### src/rtl/booth_mul64.sv
// Sequential signed 64x64 Booth multiplier (radix-2, 64 steps by default).
// Define BOOTH_RADIX4_EN to build the radix-4 datapath (32 steps, same result).
module booth_mul64 (
  input  logic          clk,
  input  logic          reset_n,
  input  logic          op_start,
  input  logic          op_clear,
  input  logic [63:0]   multiplier,
  input  logic [63:0]   multiplicand,
  output logic          op_done,
  output logic          busy,
  output logic [127:0]  result
);

  typedef enum logic [1:0] {
    IDLE = 2'd0,
    EXEC = 2'd1,
    DONE = 2'd2
  } state_t;

`ifdef BOOTH_RADIX4_EN
  localparam logic [5:0] LAST_STEP = 6'd31;
`else
  localparam logic [5:0] LAST_STEP = 6'd63;
`endif

  state_t              state, state_nxt;
  logic [5:0]          cnt;
  logic signed [63:0]  m_reg;
  logic signed [128:0] acc;
  logic signed [128:0] acc_step;
  logic                last_step;

  // One radix-2 step: the 65-bit upper field keeps M = -2^63 exact.
  function automatic logic signed [128:0] booth_r2(input logic signed [128:0] a,
                                                    input logic signed [63:0]  m);
    logic signed [64:0]  hi;
    logic signed [64:0]  m65;
    logic signed [129:0] full;
    hi  = {a[128], a[128:65]};
    m65 = {m[63], m};
    case (a[1:0])
      2'b01:   hi = hi + m65;
      2'b10:   hi = hi - m65;
      default: hi = hi;
    endcase
    full = {hi, a[64:0]};
    return full[129:1];
  endfunction

  // One radix-4 step: 66 bits so that 2M for M = -2^63 cannot overflow.
  function automatic logic signed [128:0] booth_r4(input logic signed [128:0] a,
                                                    input logic signed [63:0]  m);
    logic signed [65:0]  hi;
    logic signed [65:0]  m66;
    logic signed [65:0]  m2x;
    logic signed [130:0] full;
    hi  = {{2{a[128]}}, a[128:65]};
    m66 = {{2{m[63]}}, m};
    m2x = {m[63], m, 1'b0};
    case (a[2:0])
      3'b001, 3'b010: hi = hi + m66;
      3'b011:         hi = hi + m2x;
      3'b100:         hi = hi - m2x;
      3'b101, 3'b110: hi = hi - m66;
      default:        hi = hi;
    endcase
    full = {hi, a[64:0]};
    return full[130:2];
  endfunction

  always_comb begin
    acc_step = acc;
`ifdef BOOTH_RADIX4_EN
    acc_step = booth_r4(acc, m_reg);
`else
    acc_step = booth_r2(acc, m_reg);
`endif
  end

  assign last_step = (state == EXEC) && (cnt == LAST_STEP);

  always_ff @(posedge clk or negedge reset_n) begin
    if (!reset_n) state <= IDLE;
    else          state <= state_nxt;
  end

  always_comb begin
    state_nxt = state;
    if (op_clear) begin
      state_nxt = IDLE;
    end else begin
      case (state)
        IDLE:    if (op_start)  state_nxt = EXEC;
        EXEC:    if (last_step) state_nxt = DONE;
        DONE:    state_nxt = DONE;
        default: state_nxt = IDLE;
      endcase
    end
  end

  // Datapath and registered outputs; clear overrides everything in any state.
  always_ff @(posedge clk or negedge reset_n) begin
    if (!reset_n) begin
      acc     <= '0;
      m_reg   <= '0;
      cnt     <= '0;
      result  <= '0;
      op_done <= 1'b0;
      busy    <= 1'b0;
    end else if (op_clear) begin
      cnt     <= '0;
      result  <= '0;
      op_done <= 1'b0;
      busy    <= 1'b0;
    end else begin
      case (state)
        IDLE: begin
          if (op_start) begin
            m_reg <= multiplicand;
            acc   <= {64'b0, multiplier, 1'b0};
            cnt   <= '0;
            busy  <= 1'b1;
          end
        end
        EXEC: begin
          acc <= acc_step;
          cnt <= cnt + 6'd1;
          if (last_step) begin
            result  <= acc_step[128:1];
            op_done <= 1'b1;
            busy    <= 1'b0;
          end
        end
        default: begin
        end
      endcase
    end
  end

endmodule
### config.mk
export PLATFORM = sky130hd
export DESIGN_NAME = booth_mul64
export DESIGN_NICKNAME = d
export VERILOG_FILES = /design/src/rtl/booth_mul64.sv
export SDC_FILE = /design/constraint.sdc
export NUM_CORES = 1
export LEC_CHECK = 0
export CAP_MARGIN = 20
export CORE_MARGIN = 8
export CORE_UTILIZATION = 30
export DETAILED_ROUTE_END_ITERATION = 10
export GPL_TIMING_DRIVEN = 1
export MAX_ROUTING_LAYER = met4
export PLACE_DENSITY = 0.48
export RECOVER_POWER = 25
export SYNTH_ARGS = -nofsm -noshare
export SYNTH_HDL_FRONTEND = slang
export SYNTH_SLANG_ARGS = --single-unit
export TNS_END_PERCENT = 30
### constraint.sdc
create_clock -name clk -period 13.9 [get_ports clk]
set_input_delay 1.39 -clock clk [delete_from_list [all_inputs] [get_ports clk]]
set_output_delay 1.39 -clock clk [all_outputs]
set_load 0.1 [all_outputs]
==> flow_summary.yaml <==
clock_network:
  path_clk_slew_ns: 0.06
  post_cts_resize_count: 0
  cts_hold_buf: 0
  insertion_delay_ns: 0.57
  root_buffer: "clkbuf_16"
  post-cts-setup-buffer-count: 0
  cts_sinks: 331
  cts_made_buffers: 41
  cts_tree: "built"
  htree_levels: 2
  clock_path_buffers: 3
floorplan:
  start_util_pct: 30.39
  fp.dieW_um: 268.8
  io_pins: 262
  fp.dieArea_um2: 72240
  coreArea_um2: 63080
  fp-row-count: 92
  die_y_um: 268.8
placement:
  post_dp_cell_area_um2: 22520
  gp_congestion: 0.8888
  dp_hpwl_mm: 45.33
  dpl_worst_slack_ns: 8.095
  io_buffers: 261
timing:
  layout_setup_ws_ns: 6.548
  layout_min_cycle_time_ns: 7.352
  drv_slew: 228
  period_share_pct: 52.89
  final.setup.tns_ns: 0
  skew_ns: 0.02492
  slew_headroom_pct: -361.1
  max_freq_mhz: 136.0
  setup_viol: 0
  rsz0062_at_grt: "no"
  worstMarginPinSlew_ns: 6.917
  hold_viol: 0
min_path:
  hold_class: "flop to flop"
status:
  violations: "max-capacitance violations, max-slew violations"
  outcome: "finished with violations"
grt:
  grt_usage_pct: 18.01
  grt_pass1_wl_mm: 100.3
  globalRouteOverflowTotal: 0
  grt_antenna_before_repair: 0
  grt_pass1_vias: 16846
  grt_max_degree: 142
synthesis:
  synth_flop_cell: "dfrtp_1"
  synth_seq_cells: 331
  synth.area.top_cells: "dfrtp_1 (43%), nand2_1 (6.7%), a21oi_1 (5.7%), o21ai_0 (5.7%), ha_1 (4.6%)"
  synth_edf_count: 0
  synth_area_um2: 19170
  async_reset_ff_share_pct: 100.0
  postSynthAreaPerCell_um2: 8.899
  syn_inst: 2154
  ys_types: 74
  syn-num-nets: 2357
  netlist.area_leader.share_pct: 43.21
  synth_seq_area_share_pct: 43.21
  yosysWarningCount: 0
  synth_top_cell_by_area: "dfrtp_1"
setup_path:
  path_buf_inv: 1
  path_class: "input port to asynchronous set/reset pin"
  crit_family: "buffers and inverters"
  end_kind: "asynchronous set/reset pin"
  crit_path_start_kind: "input port"
  worstPathMaxFanout: 120
  crit_path_cell_trace: "clkbuf_1"
  critPathRequiredTime_ns: 12.85
  slowest_delay_ns: 4.72
  worstPathArrival_ns: 6.30
  crit_slowest_cell: "clkbuf_1"
layout:
  final_util_pct: 37.89
  fin_area_um2: 23900
  area_growth_pct: 24.70
  fin_nets: 2546
  drive_above_1_share_pct: 7.751
  n_antenna_cell: 0
  largest_register_ffs: 129
routing:
  drc: 0
  ant_nets: 0
  wl_per_cell_um: 20.03
  drtIter0Drc: 1076
  dr.pass1.iters: 5
  via_per_inst: 5.105
  num_vias: 16438
  totalWireLength_mm: 64.49
power:
  leakagePower_nw: 9.942
  powerDensity_nw_per_um2: 237.7
  vdd_drop_max_v: 0.0001386
job:
  drv_cap: 3
## per-stage QoR
| stage | power, mW | hold WS (ns) | cells |
|---|---|---|---|
| final | 5.681 | 0.4905 | 3220 |
| after global routing | 6.124 | 0.5301 | 3220 |
| after CTS | 5.727 | 0.5000 | 3219 |
| after detailed placement | 4.579 | 0.4904 | 3145 |
| after global placement | 4.555 | 0.4791 | 3145 |
| after floorplan | 3.710 | 0.4512 | 2154 |
## final timing paths
check                      slack [ns]                 start  cells after the start                      end
min in group asynchronous        3.42               reset_n                      1    m_reg[39]$_DFFE_PN0P_
hold reg to reg                  0.49    cnt[5]$_DFFE_PN0P_                      1       cnt[5]$_DFFE_PN0P_
hold / removal                   0.49    cnt[5]$_DFFE_PN0P_                      1       cnt[5]$_DFFE_PN0P_
max in group clk                 7.66              op_clear                      6       cnt[5]$_DFFE_PN0P_
setup / recovery                 6.55               reset_n                      1      acc[28]$_DFFE_PN0P_
setup reg to reg                 8.02  m_reg[5]$_DFFE_PN0P_                     20  result[127]$_DFFE_PN0P_
## cell families after synthesis
logic type,share of synthesized area [%]
simple gates,16.07
compound gates,19.61
flops,43.21
buf+inv,3.225
mux,8.003
xor+xnor,5.209
fa+ha+maj,4.674
## cell usage in the layout (no fill, tap or decap), drive strengths merged, types with 26 or more instances in the layout
cell type	netlist	routed
a22o	26	26
dfrtp	331	331
nand2	344	344
clkdlybuf4s50	0	259
o21ai	222	222
nor3	43	43
ha	70	70
mux2	66	66
a21oi	220	220
mux2i	79	79
inv	32	35
clkbuf	114	66
nor2	162	162
nand3	26	26
xnor2	93	93
a21o	36	36
## per-layer routing
layer | wire length [µm] | vias up | part of all wire [%] | track usage (%)
met5 | 0 | - | 0 | -
met4 | 1377 | 0 | 2.1 | 4.291
met3 | 3103 | 84 | 4.8 | 3.255
met2 | 29480 | 353 | 46 | 28.41
met1 | 30530 | 8017 | 47 | 23.93
li1 | - | 7984 | - | -
## power breakdown
part	leakage (nW)	internal [mW]	switching (mW)
clock network	0.685	0.662	0.444
registers	4.36	1.21	0.252
logic	4.89	1.19	1.93
total	9.94	3.06	2.62
## area by class of cell
class                      count  area [µm²]
multi-input combinational   1660       10310
clock inverter                11       116.4
sequential                   331        8283
fill                        6461       39180
clock buffer                  63        1261
inverter                      32       120.1
timing repair buffer         277        2749
tap                          846        1059
## cell usage after synthesis (4+ instances only)
master / number
and2_1: 6
dfrtp_1: 331
nor2_1: 161
nand2b_1: 15
a22o_1: 25
o21bai_1: 21
xnor2_1: 93
nor4_1: 14
a21boi_0: 4
buf_1: 13
and3_1: 11
buf_2: 4
a211oi_1: 19
o31ai_1: 7
xor2_1: 21
mux2_2: 66
o21ba_2: 8
or2_2: 7
a32oi_1: 6
o211ai_1: 7
a21oi_1: 219
nor2b_1: 11
clkbuf_1: 113
or3_1: 16
nand4_1: 20
nand3_1: 25
a31oi_1: 18
nor3_1: 42
mux2i_1: 79
a21o_1: 35
ha_1: 70
inv_1: 31
o21ai_0: 218
o21a_1: 12
nand2_1: 343
(Power assumes the default switching activity.)
